## src/rtl/mask_bbox_extractor_pkg.sv

```systemverilog
// Shared definitions for the mask bounding-box path.
// Latency: n/a (types, constants and a pure helper function only).
// Backpressure: n/a. FG_THRESH is also used by the threshold stage that produces the mask.
package mask_bbox_extractor_pkg;

  // Frame-tracking FSM states.
  typedef enum logic {
    IDLE  = 1'b0,
    ACCUM = 1'b1
  } state_e;

  // A pixel at or above this level counts as foreground. Any clean 255/0 mask
  // classifies exactly, and partially quantised masks still split sensibly.
  localparam logic [7:0] FG_THRESH = 8'd128;

  function automatic logic is_fg(input logic [7:0] px);
    return (px >= FG_THRESH);
  endfunction

endpackage

```

## src/rtl/mask_bbox_extractor_raster_counter.sv

```systemverilog
// Raster position tracker: column/row of the pixel being accepted, plus a flag for the last pixel of the frame.
// Latency: col_o/row_o/last_pix_o are combinational from state and clr_i; the position advances on the enabled edge.
// Backpressure: none; advances exactly once per cycle with en_i=1.
//
// Ports:
//   clk, rst_n  clock, async active-low reset
//   en_i        current pixel is accepted; step to the next raster position
//   clr_i       current pixel is (0,0) of a new frame; overrides the held position
//   col_o       column of the current pixel
//   row_o       row of the current pixel
//   last_pix_o  current pixel is (IMG_W-1, IMG_H-1)
module raster_counter #(
  parameter int IMG_W = 28,
  parameter int IMG_H = 28,
  localparam int CW = $clog2(IMG_W),
  localparam int RW = $clog2(IMG_H)
) (
  input  logic          clk,
  input  logic          rst_n,
  input  logic          en_i,
  input  logic          clr_i,
  output logic [CW-1:0] col_o,
  output logic [RW-1:0] row_o,
  output logic          last_pix_o
);

  logic [CW-1:0] col_q, col_d;
  logic [RW-1:0] row_q, row_d;

  always_comb begin
    // A clearing pixel is itself (0,0), so the clear is folded into the
    // presented position rather than costing a cycle.
    col_o      = clr_i ? '0 : col_q;
    row_o      = clr_i ? '0 : row_q;
    last_pix_o = (col_o == CW'(IMG_W - 1)) && (row_o == RW'(IMG_H - 1));

    col_d = col_q;
    row_d = row_q;
    if (en_i) begin
      if (col_o == CW'(IMG_W - 1)) begin
        col_d = '0;
        // Row wrap after the last pixel leaves the counter at (0,0).
        row_d = (row_o == RW'(IMG_H - 1)) ? '0 : row_o + RW'(1);
      end else begin
        col_d = col_o + CW'(1);
        row_d = row_o;
      end
    end else if (clr_i) begin
      col_d = '0;
      row_d = '0;
    end
  end

  always_ff @(posedge clk or negedge rst_n) begin
    if (!rst_n) begin
      col_q <= '0;
      row_q <= '0;
    end else begin
      col_q <= col_d;
      row_q <= row_d;
    end
  end

endmodule

```

## src/rtl/mask_bbox_extractor.sv

```systemverilog
// Accumulates the foreground bounding box and pixel count of a raster-ordered binary mask frame.
// Latency: results and the one-cycle bbox_valid strobe appear the cycle after the frame's last pixel is accepted.
// Backpressure: none; every cycle with din_valid=1 consumes a pixel.
//
// Ports:
//   clk, rst_n      clock, async active-low reset
//   din_valid       pixel qualifier
//   din_sof         with din_valid, marks pixel (0,0) of a frame
//   din             8-bit mask pixel
//   bbox_valid      one-cycle result strobe
//   bbox_empty      committed frame had no foreground
//   x_min, x_max    inclusive column bounds
//   y_min, y_max    inclusive row bounds
//   fg_count        foreground pixel count
module mask_bbox_extractor
  import mask_bbox_extractor_pkg::*;
#(
  parameter int IMG_W = 28,
  parameter int IMG_H = 28,
  parameter int CW    = $clog2(IMG_W),
  parameter int RW    = $clog2(IMG_H),
  parameter int NW    = $clog2(IMG_W * IMG_H + 1)
) (
  input  logic          clk,
  input  logic          rst_n,
  input  logic          din_valid,
  input  logic          din_sof,
  input  logic [7:0]    din,
  output logic          bbox_valid,
  output logic          bbox_empty,
  output logic [CW-1:0] x_min,
  output logic [CW-1:0] x_max,
  output logic [RW-1:0] y_min,
  output logic [RW-1:0] y_max,
  output logic [NW-1:0] fg_count
);

  // Running accumulators of the frame in progress. 'seen' marks that at least
  // one foreground pixel has loaded the bounds.
  typedef struct packed {
    logic          seen;
    logic [CW-1:0] xmin;
    logic [CW-1:0] xmax;
    logic [RW-1:0] ymin;
    logic [RW-1:0] ymax;
    logic [NW-1:0] cnt;
  } acc_t;

  state_e        state_q, state_d;
  acc_t          acc_q, acc_d;
  logic          commit;

  logic          sof_acc;
  logic          take;
  logic          pix_fg;
  logic [CW-1:0] col;
  logic [RW-1:0] row;
  logic          last_pix;

  logic          bbox_valid_q;
  logic          bbox_empty_q;
  logic [CW-1:0] x_min_q, x_max_q;
  logic [RW-1:0] y_min_q, y_max_q;
  logic [NW-1:0] fg_count_q;

  // A start-of-frame pixel is processed in either state; other pixels only
  // count while a frame is open.
  assign sof_acc = din_valid && din_sof;
  assign take    = din_valid && (din_sof || (state_q == ACCUM));
  assign pix_fg  = is_fg(din);

  raster_counter #(
    .IMG_W (IMG_W),
    .IMG_H (IMG_H)
  ) u_raster (
    .clk        (clk),
    .rst_n      (rst_n),
    .en_i       (take),
    .clr_i      (sof_acc),
    .col_o      (col),
    .row_o      (row),
    .last_pix_o (last_pix)
  );

  always_comb begin
    state_d = state_q;
    acc_d   = acc_q;
    commit  = 1'b0;

    // A new start of frame discards any partial frame; its pixel then
    // accumulates against clean state below.
    if (sof_acc) begin
      acc_d = '0;
    end

    if (take) begin
      if (pix_fg) begin
        if (!acc_d.seen) begin
          acc_d.xmin = col;
          acc_d.xmax = col;
          acc_d.ymin = row;
          acc_d.ymax = row;
        end else begin
          if (col < acc_d.xmin) acc_d.xmin = col;
          if (col > acc_d.xmax) acc_d.xmax = col;
          if (row < acc_d.ymin) acc_d.ymin = row;
          if (row > acc_d.ymax) acc_d.ymax = row;
        end
        acc_d.seen = 1'b1;
        acc_d.cnt  = acc_d.cnt + NW'(1);
      end

      if (last_pix) begin
        commit  = 1'b1;
        state_d = IDLE;
      end else begin
        state_d = ACCUM;
      end
    end
  end

  always_ff @(posedge clk or negedge rst_n) begin
    if (!rst_n) begin
      state_q <= IDLE;
      acc_q   <= '0;
    end else begin
      state_q <= state_d;
      acc_q   <= acc_d;
    end
  end

  // Result registers take the accumulator next-state so the final pixel of the
  // frame is included without an extra cycle.
  always_ff @(posedge clk or negedge rst_n) begin
    if (!rst_n) begin
      bbox_valid_q <= 1'b0;
      bbox_empty_q <= 1'b0;
      x_min_q      <= '0;
      x_max_q      <= '0;
      y_min_q      <= '0;
      y_max_q      <= '0;
      fg_count_q   <= '0;
    end else begin
      bbox_valid_q <= commit;
      if (commit) begin
        bbox_empty_q <= !acc_d.seen;
        x_min_q      <= acc_d.seen ? acc_d.xmin : '0;
        x_max_q      <= acc_d.seen ? acc_d.xmax : '0;
        y_min_q      <= acc_d.seen ? acc_d.ymin : '0;
        y_max_q      <= acc_d.seen ? acc_d.ymax : '0;
        fg_count_q   <= acc_d.seen ? acc_d.cnt  : '0;
      end
    end
  end

  assign bbox_valid = bbox_valid_q;
  assign bbox_empty = bbox_empty_q;
  assign x_min      = x_min_q;
  assign x_max      = x_max_q;
  assign y_min      = y_min_q;
  assign y_max      = y_max_q;
  assign fg_count   = fg_count_q;

endmodule

```

## config.mk

```make
export PLATFORM = sky130hd
export DESIGN_NAME = mask_bbox_extractor
export DESIGN_NICKNAME = d
export VERILOG_FILES = /design/src/rtl/mask_bbox_extractor_pkg.sv /design/src/rtl/mask_bbox_extractor_raster_counter.sv /design/src/rtl/mask_bbox_extractor.sv
export SDC_FILE = /design/constraint.sdc
export NUM_CORES = 1
export LEC_CHECK = 0
export CORE_MARGIN = 2
export CORE_UTILIZATION = 40
export CTS_CLUSTER_DIAMETER = 80
export CTS_CLUSTER_SIZE = 16
export DETAILED_ROUTE_END_ITERATION = 12
export DONT_BUFFER_PORTS = 1
export PLACE_DENSITY = 0.53
export SETUP_SLACK_MARGIN = 0.15
export SLEW_MARGIN = 20
export SYNTH_ARGS = -nofsm -noshare
export SYNTH_HDL_FRONTEND = slang
export SYNTH_SLANG_ARGS = --single-unit
export TNS_END_PERCENT = 5
```

## constraint.sdc

```tcl
create_clock -name clk -period 2.52 [get_ports clk]
set_input_delay 0.504 -clock clk [delete_from_list [all_inputs] [get_ports clk]]
set_output_delay 0.504 -clock clk [all_outputs]
set_load 0.005 [all_outputs]
```

# After elaboration in Yosys (flattened, before gate mapping)
# Cells that the tools add are included.
# word_totals
in_bits	12
wordCells	54
out_inout_bits	32
reg_bits	74
# classes
n_mux	23
reduce_logical	5
eq_ne	2
order_cmp	5
n_addsub	3
# op_table
op	count
two-way mux 31 bit	3
two-way mux 5 bit	15
two-way mux 20 bit	1
adder 10 x 1 -> 10 bit (second input constant)	1
adder 5 x 1 -> 5 bit (second input constant)	2
== test 5 bit (second input constant)	2
greater-than comparator 5 bit	2
less-than comparator 5 bit	2
two-way mux 10 bit	1
>= comparator 8 bit (second input constant)	1
logical AND 1 bit	3
two-way mux 1 bit	3
zero test 1 bit	1
logical OR 1 bit	1

# Longest topological paths before layout
# Gate-level depths: netlist (run 1).
# logic_depth
depth_word	8
ltp_mapped	15
depth_no_buf	10

# Modules after synthesis
# Synthesis (run 1) repeated with hierarchy kept, for this count alone.
# unflattened
cells_unflattened	412
hier_area_um2	4125.2
# by_module_without_submodules
mod	n_inst	area_per_inst_um2	cells_each	seq_area_each_um2
mask_bbox_extractor	1	3554.7	355	1601.5
raster_counter	1	570.5	57	250.2

# Least setup slack after synthesis (run 1)
# OpenSTA, ideal clock, no wires.
# synth_path
kind	input to register
from	in din_sof
to	reg x_min_q[2], in the netlist x_min[2]
setup_ns	0.068
required_ns	2.452
slack_ns	-0.825
cell_stages	15
n_path_buf	6
arrival_ns	3.277
path_cell_list	buf_4 nand2_1 buf_2 buf_2 buf_2 buf_2 and2_1 ha_1 nand3_1 nor4_4 nand4_4 or2_1 buf_2 nor2_1 a32o_1
# synth_between
elab_chain_len	8
elab_cells_between_ends	17
classes_between	order compare: 1; eq/ne: 2; mux: 10; reduce/logical: 4
# synth_rtl
element	line_no	rtl
start, declared	mask_bbox_extractor.sv:27	input logic din_sof,
logical AND 1 bit	mask_bbox_extractor.sv:68	assign sof_acc = din_valid && din_sof;
two-way mux 5 bit or two-way mux 31 bit (tied branches)	n/a	
less-than comparator 5 bit	mask_bbox_extractor.sv:104	if (col < acc_d.xmin) acc_d.xmin = col;
two-way mux 5 bit	mask_bbox_extractor.sv:104	
two-way mux 20 bit	mask_bbox_extractor.sv:98	if (!acc_d.seen) begin
two-way mux 31 bit	mask_bbox_extractor.sv:97	if (pix_fg) begin
two-way mux 31 bit	mask_bbox_extractor.sv:96	if (take) begin
two-way mux 5 bit	mask_bbox_extractor.sv:147	x_min_q <= acc_d.seen ? acc_d.xmin : '0;
end signal, assigned	mask_bbox_extractor.sv:147	
end, declared	mask_bbox_extractor.sv:62	logic [CW-1:0] x_min_q, x_max_q;
# Several ways; a longest one is shown, not always the timed one.
# A chain may end at the register's enable or synchronous reset.

# Worst setup path in the final report (run 1)
# layout_path
from	reg u_raster.row_q[4]
to	reg y_min_q[0], in the netlist y_min[0]
# layout_between
elab_chain_len	7
elab_cells_between_ends	11
classes_between	order compare: 1; eq/ne: 1; mux: 8; reduce/logical: 1
# layout_rtl
element	line_no	rtl
start, declared	mask_bbox_extractor_raster_counter.sv:28	logic [RW-1:0] row_q, row_d;
start signal, assigned	mask_bbox_extractor_raster_counter.sv:60	row_q <= row_d;
two-way mux 5 bit *	n/a	
less-than comparator 5 bit	mask_bbox_extractor.sv:106	if (row < acc_d.ymin) acc_d.ymin = row;
two-way mux 5 bit	mask_bbox_extractor.sv:106	
two-way mux 20 bit	mask_bbox_extractor.sv:98	
two-way mux 31 bit	mask_bbox_extractor.sv:97	
two-way mux 31 bit	mask_bbox_extractor.sv:96	
two-way mux 5 bit	mask_bbox_extractor.sv:149	y_min_q <= acc_d.seen ? acc_d.ymin : '0;
end signal, assigned	mask_bbox_extractor.sv:149	
end, declared	mask_bbox_extractor.sv:63	logic [RW-1:0] y_min_q, y_max_q;
# Mark *: on every way between the ends. The rest lies on a longest branch, timed or not.

==> metrics.md, run 1 <==
| Metric | Value |
|---|---|
| Status | `complete, no violations` |
| Number of placed instances, taps included | `485` |
| # setup viols final | `0` |
| Transition time at the pin with the least slew margin | `552 ps` |
| Type of destination of the critical path | `register` |
| Relative max-transition margin | `63.2%` |
| Sequential share of the synthesized area | `49.0%` |
| Most numerous cell in the Yosys netlist | `dfrtp_1` |
| Post-synth EDFFs | `0` |
| Layout area overhead | `11.3%` |
| Critical Setup Path Class | `reg -> reg` |
| H-tree levels | `3` |
| Library cells used by synthesis | `59` |
| Final #Nets | `411` |
| CTS clock-pin slew for the worst setup and hold paths | `90 ps` |
| Endpoint required time on the critical path | `2750 ps` |
| Overall power of the completed layout | `0.00274 W` |
| Number of synthesis warnings | `0` |
| Average cell area after synthesis | `10.0 sq um` |
| DRC violations left | `0` |
| Highest routed metal layer | `met4` |
| Mean number of vias per cell | `5.52` |
| Initial antenna violation count | `0` |
| Post-synth top flop | `dfrtp_1` |
| Width of the die | `101 um` |
| Wire length on met2 | `3.95 mm` |
| Initial DRT Pass Iterations | `4` |
| Via Count | `2,773` |
| Reg-to-Reg End | `y_min[0]` |
| Hold Slack | `41.5 ps` |
| Post-Route Skew | `13.1 ps` |
| Minimum setup slack after placement | `-10.3 ps` |
| Later-pin clock latency in the skew report | `360 ps` |
| Worst Reg-to-Reg Cells | `8` |
| Number of instances in the synthesized netlist | `378` |
| Class of the most critical hold timing path | `in -> async` |
| Initial detailed-routing violation count | `66` |
| RSZ-0062 raised after global routing | `yes` |
| Via count of the first global-routing pass | `2,817` |
| Met3 wire length | `404 um` |
| Leakage power of the design | `1.97 nW` |
| Portion of synthesized cell area occupied by the leading cell type | `49.0%` |
| Avg WL per Cell | `17.5 um` |
| Startpoint Class | `register` |
| Power per cell area | `651 nW/um^2` |
| Synthesized net count | `403` |
| Antenna diode instance count | `0` |
| Sum of routed wire segments on met1 | `4.33 mm` |
| Max rail drop VDD | `0.000267 V` |
| First-pass GRT wire length | `14.8 mm` |
| Die area | `10,200 sq um` |
| Final cell count without fillers | `502` |
| TritonCTS buffer count | `9` |
| Worst reg-to-reg setup slack | `270 ps` |
| Final cycle utilization of the critical path | `89.3%` |
| Clock tree root driver cell | `clkbuf_8` |
| Crit path DAT | `2480 ps` |
| Detail Route Antenna Nets | `0` |
| Number of maximum-capacitance violations | `0` |
| F_max | `444 MHz` |
| Biggest area consumer among synthesized cells | `dfrtp_1` |
| Fraction of final layout cells sized beyond drive strength 1 | `14.6%` |
| Aggregate negative setup slack | `0 ps` |
| Io pins | `44` |
| Die extent in y | `101 um` |
| Site Rows | `35` |
| Top cells by count, synth | `dfrtp_1 (74), nand2_1 (53), nor2_1 (32)` |
| Async set-reset flop share out of synthesis | `100%` |
| Worst reg2reg startpoint | `u_raster.row_q[4]` |
| Final WL | `8.78 mm` |
| Shortest period the worst path allows | `2250 ps` |
| Max Root-Sink Buffers | `2` |
| Count of final max-slew check failures | `0` |
| CTS Sinks | `74` |
| Largest fanout on the critical path | `5` |
| All-Layer GR Usage | `18.7%` |
| Remaining Overflow, GRT | `0` |
| DP HPWL | `5.91 mm` |
| Final Hold Fails | `0` |
| Pin count of the biggest net entering global routing | `75` |
| Number of synthesized register bits | `74` |
| Number of setup buffers added after CTS | `0` |
| Area of the mapped netlist | `3780 sq um` |
| Cell types occupying the most area after synthesis | `dfrtp_1 (49%), nand2_1 (5.3%), ha_1 (4.3%), mux2i_1 (3.7%), nor2_1 (3.2%)` |
| Number of buffers inserted by port buffering | `0` |
| Initial standard-cell utilization of the core | `41.1%` |
| Routability congestion estimate from global placement | `0.789` |
| Core box area | `9200 sq um` |
| Clock tree from TritonCTS | `built` |
| Final setup slack of the worst path | `270 ps` |
## final cells by class
| class | instances | area (sq um) |
|---|---|---|
| Clock buffer | 9 | 124 |
| Fill cell | 880 | 4990 |
| Clock inverter | 7 | 77.6 |
| Sequential cell | 74 | 1850 |
| Inverter | 15 | 56.3 |
| Multi-Input combinational cell | 266 | 1780 |
| Timing Repair Buffer | 20 | 174 |
| Tap cell | 111 | 139 |
## cells by family after synthesis
group / Yosys count / synth area share (%)
compound gates: 85 / 16.2
xor+xnor: 15 / 3.48
fa+ha+maj: 13 / 4.30
buf+inv: 38 / 4.97
flops: 74 / 49.0
mux: 17 / 4.67
simple gates: 136 / 17.4
## routing by layer
| metal | GRT usage, % | up-vias |
|---|---|---|
| li1 | - | 1360 |
| met5 | 0 | - |
| met3 | 5.18 | 10 |
| met2 | 28.4 | 48 |
| met1 | 26.3 | 1355 |
| met4 | 5.30 | 0 |
## layout by cell type (no fill, tap or decap), types with 3 or more instances in the layout
cell type  count
nor2b_1        7
inv_1         15
nor2_1        30
a22o_1         9
xnor2_1        9
dfrtp_1       73
o21a_1         3
ha_1          12
nand3_1       14
o311ai_1       3
a41oi_1        3
nand4_1        6
a32o_1         3
o31a_1         3
clkinv_4       3
a21oi_1       11
xor2_1         6
buf_4         18
and2_1         4
mux2i_1       14
nor3b_1        3
o21ai_1       10
o21ai_0       15
nor3_1         3
a21o_1         3
nand2_1       52
clkbuf_8       9
## registers in the layout, summed over array words and instances, names as in the netlist
name	count
acc_q	31
bbox_empty	1
x_max	5
y_min	5
x_min	5
y_max	5
u_raster.col_q	5
state_q	1
bbox_valid	1
fg_count	10
u_raster.row_q	5
## per-stage QoR
step | cell area [sq um] | utilization, %
after floorplan | 3860 | -
after CTS | 4200 | 45.6
final | 4200 | 45.7
after detailed placement | 3970 | 43.1
after global placement | 3970 | 43.1
after global routing | 4200 | 45.7
## where the power goes
group          switching (W)  internal (W)  total [W]
combinational       0.000232      0.000199   0.000431
clock               0.000493      0.000464   0.000957
sequential         0.0000965       0.00125    0.00135
## worst max path at each step
stage | startpoint | end | cells past startpoint
2_1_floorplan | din_sof | bbox_empty | 15
3_3_place_gp | din_sof | y_max[2] | 12
3_5_place_dp | din_sof | y_max[2] | 12
4_1_cts | u_raster.col_q[1] | y_max[2] | 10
5_1_grt | u_raster.row_q[4] | y_min[0] | 8
6_report | u_raster.row_q[4] | y_min[0] | 8
## worst max-delay path, stage by stage (launching register included)
cell and delay, ps:
dfrtp_1 440, nand2_1 110, inv_1 80, ha_1 330
a41o_1 250, or2_2 290, o21ba_2 240, mux2i_1 290
o21ai_1 110
## timing repair
item	CTS	global route
hold buffers	1	0
resized for setup	0	3
setup endpoints to repair	0	16
endpoints found under the hold margin	74	0
No activity file was read; power rests on OpenSTA's default activity.
==> run 2, diff against run 1 <==
--- a/config.mk
+++ b/config.mk
@@ -11,6 +11,7 @@
 export CTS_CLUSTER_SIZE = 16
 export DETAILED_ROUTE_END_ITERATION = 12
 export DONT_BUFFER_PORTS = 1
+export GPL_ROUTABILITY_DRIVEN = 0
 export PLACE_DENSITY = 0.53
 export SETUP_SLACK_MARGIN = 0.15
 export SLEW_MARGIN = 20
==> results of run 2 <==
Final layout, timing and power as in run 1 (identical DEF).
==> run 3, diff against run 2 <==
--- a/config.mk
+++ b/config.mk
@@ -17,5 +17,6 @@
 export SLEW_MARGIN = 20
 export SYNTH_ARGS = -nofsm -noshare
 export SYNTH_HDL_FRONTEND = slang
+export SYNTH_HIERARCHICAL = 1
 export SYNTH_SLANG_ARGS = --single-unit
 export TNS_END_PERCENT = 5
==> run 3 against run 2 <==
Effect of this change: global-route usage grew 1.4 points; via count up 21%; combinational power is 74% higher; non-clock buffer count grew 50; sequential share of layout area down 6.6 points; synthesized cell count increased by 9.0%; critical path type unchanged; highest routed layer unchanged; core utilization rose by 2.8 points; clock skew is 0.57 ps lower; clock power grew 11%; clock-buffer cell count up 1; worst setup slack worse by 59 ps; critical path depth rose by 1.
==> metrics.md, run 3 <==
| Metric | Value |
|---|---|
| Status | `complete, no violations` |
| Max rail drop VDD | `0.000340 V (+27%)` |
| Register area | `1850 sq um (about the same)` |
| Antenna diode instance count | `0 (unchanged)` |
| Via count of the first global-routing pass | `3,520 (+25%)` |
| Via Count | `3,356 (+21%)` |
| Shortest period the worst path allows | `2310 ps (+59.2 ps)` |
| RSZ-0062 raised after global routing | `yes` |
| First-pass GRT wire length | `17.8 mm (+20%)` |
| Most frequent cells in the layout | `dfrtp_1 (74), buf_4 (69), nand2_1 (57)` |
| Timing startpoint of the critical path | `u_raster/row_q[4]` |
| Number of buffers inserted by port buffering | `0 (unchanged)` |
| H-tree levels | `3 (unchanged)` |
| Site Rows | `37 (+5.7%)` |
| DRC violations left | `0 (unchanged)` |
| Largest fanout on the critical path | `5 (unchanged)` |
| Total number of cells along the worst setup path | `9 (+1)` |
| Initial DRT Pass Iterations | `4 (unchanged)` |
| Relative max-transition margin | `63.0% (-0.21 points)` |
| Final #Nets | `504 (+23%)` |
| Detail Route Antenna Nets | `0 (unchanged)` |
| Worst Reg-to-Reg Cells | `9 (+1)` |
| Transition time at the pin with the least slew margin | `555 ps (+3.11 ps)` |
| CTS Sinks | `74 (unchanged)` |
| Mean number of vias per cell | `5.47 (-0.89%)` |
| Final Hold Fails | `0 (unchanged)` |
| Post-synth EDFFs | `0 (unchanged)` |
| Combinational Power Share | `24.1% (+8.4 points)` |
| Area of the mapped netlist | `4130 sq um (+9.2%)` |
| Io pins | `44 (unchanged)` |
| Top reg by flops | `acc_q` |
| Later-pin clock latency in the skew report | `350 ps (about the same)` |
| Initial detailed-routing violation count | `173 (+160%)` |
| Number of synthesized register bits | `74 (unchanged)` |
| Layout area overhead | `19.7%` |
| Avg WL per Cell | `17.1 um (-2.1%)` |
| Remaining Overflow, GRT | `0 (unchanged)` |
| # setup viols final | `0 (unchanged)` |
| Bufs and invs on worst path | `2 (+1)` |
| Endpoint required time on the critical path | `2740 ps (about the same)` |
| Core box area | `10,200 sq um (+11%)` |
| Class of the most critical hold timing path | `in -> async` |
| Most numerous cell on the critical path | `buf_4` |
| Portion of synthesized cell area occupied by the leading cell type | `44.9% (-4.1 points)` |
| Count of final max-slew check failures | `0 (unchanged)` |
| Average cell area after synthesis | `10.0 sq um (+0.16%)` |
| Area occupied by multi-input gates | `2070 sq um (+16%)` |
| TritonCTS buffer count | `9 (unchanged)` |
| DP HPWL | `7.51 mm (+27%)` |
| List of cells traversed by the critical path | `nor2b_1 -> buf_4 -> ha_1 -> o2111ai_1 -> a31oi_4 -> a211oi_4 -> buf_4 -> and3_2 -> o32a_1` |
| Maximum cell stage delay along the critical path | `410 ps (-30 ps)` |
| Most numerous cell in the Yosys netlist | `dfrtp_1` |
| Synthesized net count | `444 (+10%)` |
| Clock tree from TritonCTS | `built` |
| Pin count of the biggest net entering global routing | `75 (unchanged)` |
| CTS clock-pin slew for the worst setup and hold paths | `80 ps (about the same)` |
| Proportion of power drawn by flip-flops and latches | `41.8% (-7.5 points)` |
| Worst reg2reg startpoint | `u_raster/row_q[4]` |
| Final standard cell area without fillers | `4940 sq um (+17%)` |
| Die area | `11,100 sq um (+8.8%)` |
| Initial antenna violation count | `0 (unchanged)` |
| Die extent in y | `106 um (+4.3%)` |
| Cell type of the slowest stage on the worst timing path | `dfrtp_1` |
| Number of setup buffers added after CTS | `0 (unchanged)` |
| Fraction of power spent switching nets | `29.7% (-0.27 points)` |
| Power dissipated by switching net loads | `0.000924 W (+12%)` |
| Number of instances in the synthesized netlist | `412 (+9.0%)` |
| Async set-reset flop share out of synthesis | `100% (unchanged)` |
| Post-synth top flop | `dfrtp_1` |
| Max FFs per register | `31 (unchanged)` |
| Critical Setup Path Class | `reg -> reg` |
| Leakage power of the design | `2.27 nW (+15%)` |
| Final WL | `10.5 mm (+20%)` |
| Cell-internal power | `0.00218 W (+14%)` |
| Aggregate negative setup slack | `0 ps (unchanged)` |
| Instance area at placement | `4680 sq um (+18%)` |
| Max Root-Sink Buffers | `2 (unchanged)` |
| Fraction of final layout cells sized beyond drive strength 1 | `24.1% (+9.5 points)` |
| Type of destination of the critical path | `register` |
| F_max | `433 MHz (-2.6%)` |
| Library cells used by synthesis | `71 (+20%)` |
| All-Layer GR Usage | `20.1% (+1.4 points)` |
| Startpoint Class | `register` |
| Crit-path leading delay family | `compound AO/OA/AOI/OAI gates` |
| Sequential share of the synthesized area | `44.9% (-4.1 points)` |
| Power per cell area | `629 nW/um^2 (-3.4%)` |
| Crit path DAT | `2530 ps (+50 ps)` |
| Number of synthesis warnings | `6 (+6)` |
| Final cycle utilization of the critical path | `91.6% (+2.3 points)` |
| Layout filler cell count | `969 (+10%)` |
| Post-Route Skew | `12.5 ps (-0.566 ps)` |
| Biggest area consumer among synthesized cells | `dfrtp_1` |
| Top cells by count, synth | `dfrtp_1 (74), nand2_1 (57), o21ai_0 (25)` |
| Fraction of power consumed by the clock network | `34.1% (-0.9 points)` |
| Width of the die | `106 um (+4.3%)` |
| Number of maximum-capacitance violations | `0 (unchanged)` |
| Most common cell after layout, fill and taps aside | `dfrtp_1` |
| Initial standard-cell utilization of the core | `40.5% (-0.58 points)` |
| Cell types occupying the most area after synthesis | `dfrtp_1 (45%), ha_1 (6.1%), nand2_1 (5.2%), mux2i_1 (3.6%), o21ai_0 (3.0%)` |
| Clock tree root driver cell | `clkbuf_8` |
==> run 3: kinds of logic after synthesis <==
kind of cell / Yosys count / synth area share (%)
compound gates: 108 / 19.5
xor+xnor: 12 / 2.55
fa+ha+maj: 20 / 6.07
buf+inv: 39 / 5.61
flops: 74 / 44.9
mux: 19 / 4.73
simple gates: 140 / 16.7
==> run 3: power groups by stage <==
stage,combinational [W],clock (W),sequential (W)
2_1_floorplan,0.000472,0,0.00131
4_1_cts,0.000747,0.00109,0.00130
3_5_place_dp,0.000712,0,0.00132
5_1_grt,0.000833,0.00113,0.00131
6_report,0.000749,0.00106,0.00130
3_3_place_gp,0.000701,0,0.00132
==> run 3: stage by stage <==
stage	worst slack [ps]	utilization [%]	instances	total power (W)	hold WS (ps)
floorplan	-513	-	412	0.00178	208
global placement	-181	45.9	596	0.00202	211
detailed placement	-178	45.9	596	0.00203	211
CTS	204	48.4	613	0.00313	46.4
global route	119	48.5	613	0.00327	55.2
finish	211	48.5	613	0.00311	30.0
==> run 3: area by class of cell <==
type	instances	area share, %
Inverter	18	1.44
Sequential cell	74	37.5
Timing Repair Buffer	70	11.0
Tap cell	136	3.45
Clock buffer	10	2.79
Multi-Input combinational cell	299	42.0
Clock inverter	6	1.80
==> run 3: worst register-to-register path: stages, from the launching register on <==
cell and delay (ps):
dfrtp_1 410, nor2b_1 160, buf_4 150, ha_1 290, o2111ai_1 200, a31oi_4 230, a211oi_4 80, buf_4 150
and3_2 200, o32a_1 330
==> run 3: path summary, 6_finish.rpt <==
kind,end,slack [ps]
max in group asynchronous,acc_q[25],2140
min in group clk,acc_q[1],480
min reg2reg,fg_count[6],510
max reg2reg,y_min[2],210
min,fg_count[9],30
max,y_min[2],210
==> run 3: what timing repair did <==
action / in CTS / in global routing
gates resized for setup: 0 / 1
hold buffers: 1 / 0
endpoints found under the hold margin: 74 / 0
endpoints found under the setup margin: 0 / 16
==> run 3: routing by layer <==
metal	track usage (%)	part of all wire [%]	routed length, um
met4	6.02	0.58	61
met5	0	0	0
met1	28.0	48	5050
met3	3.65	5.0	527
met2	31.8	46	4850
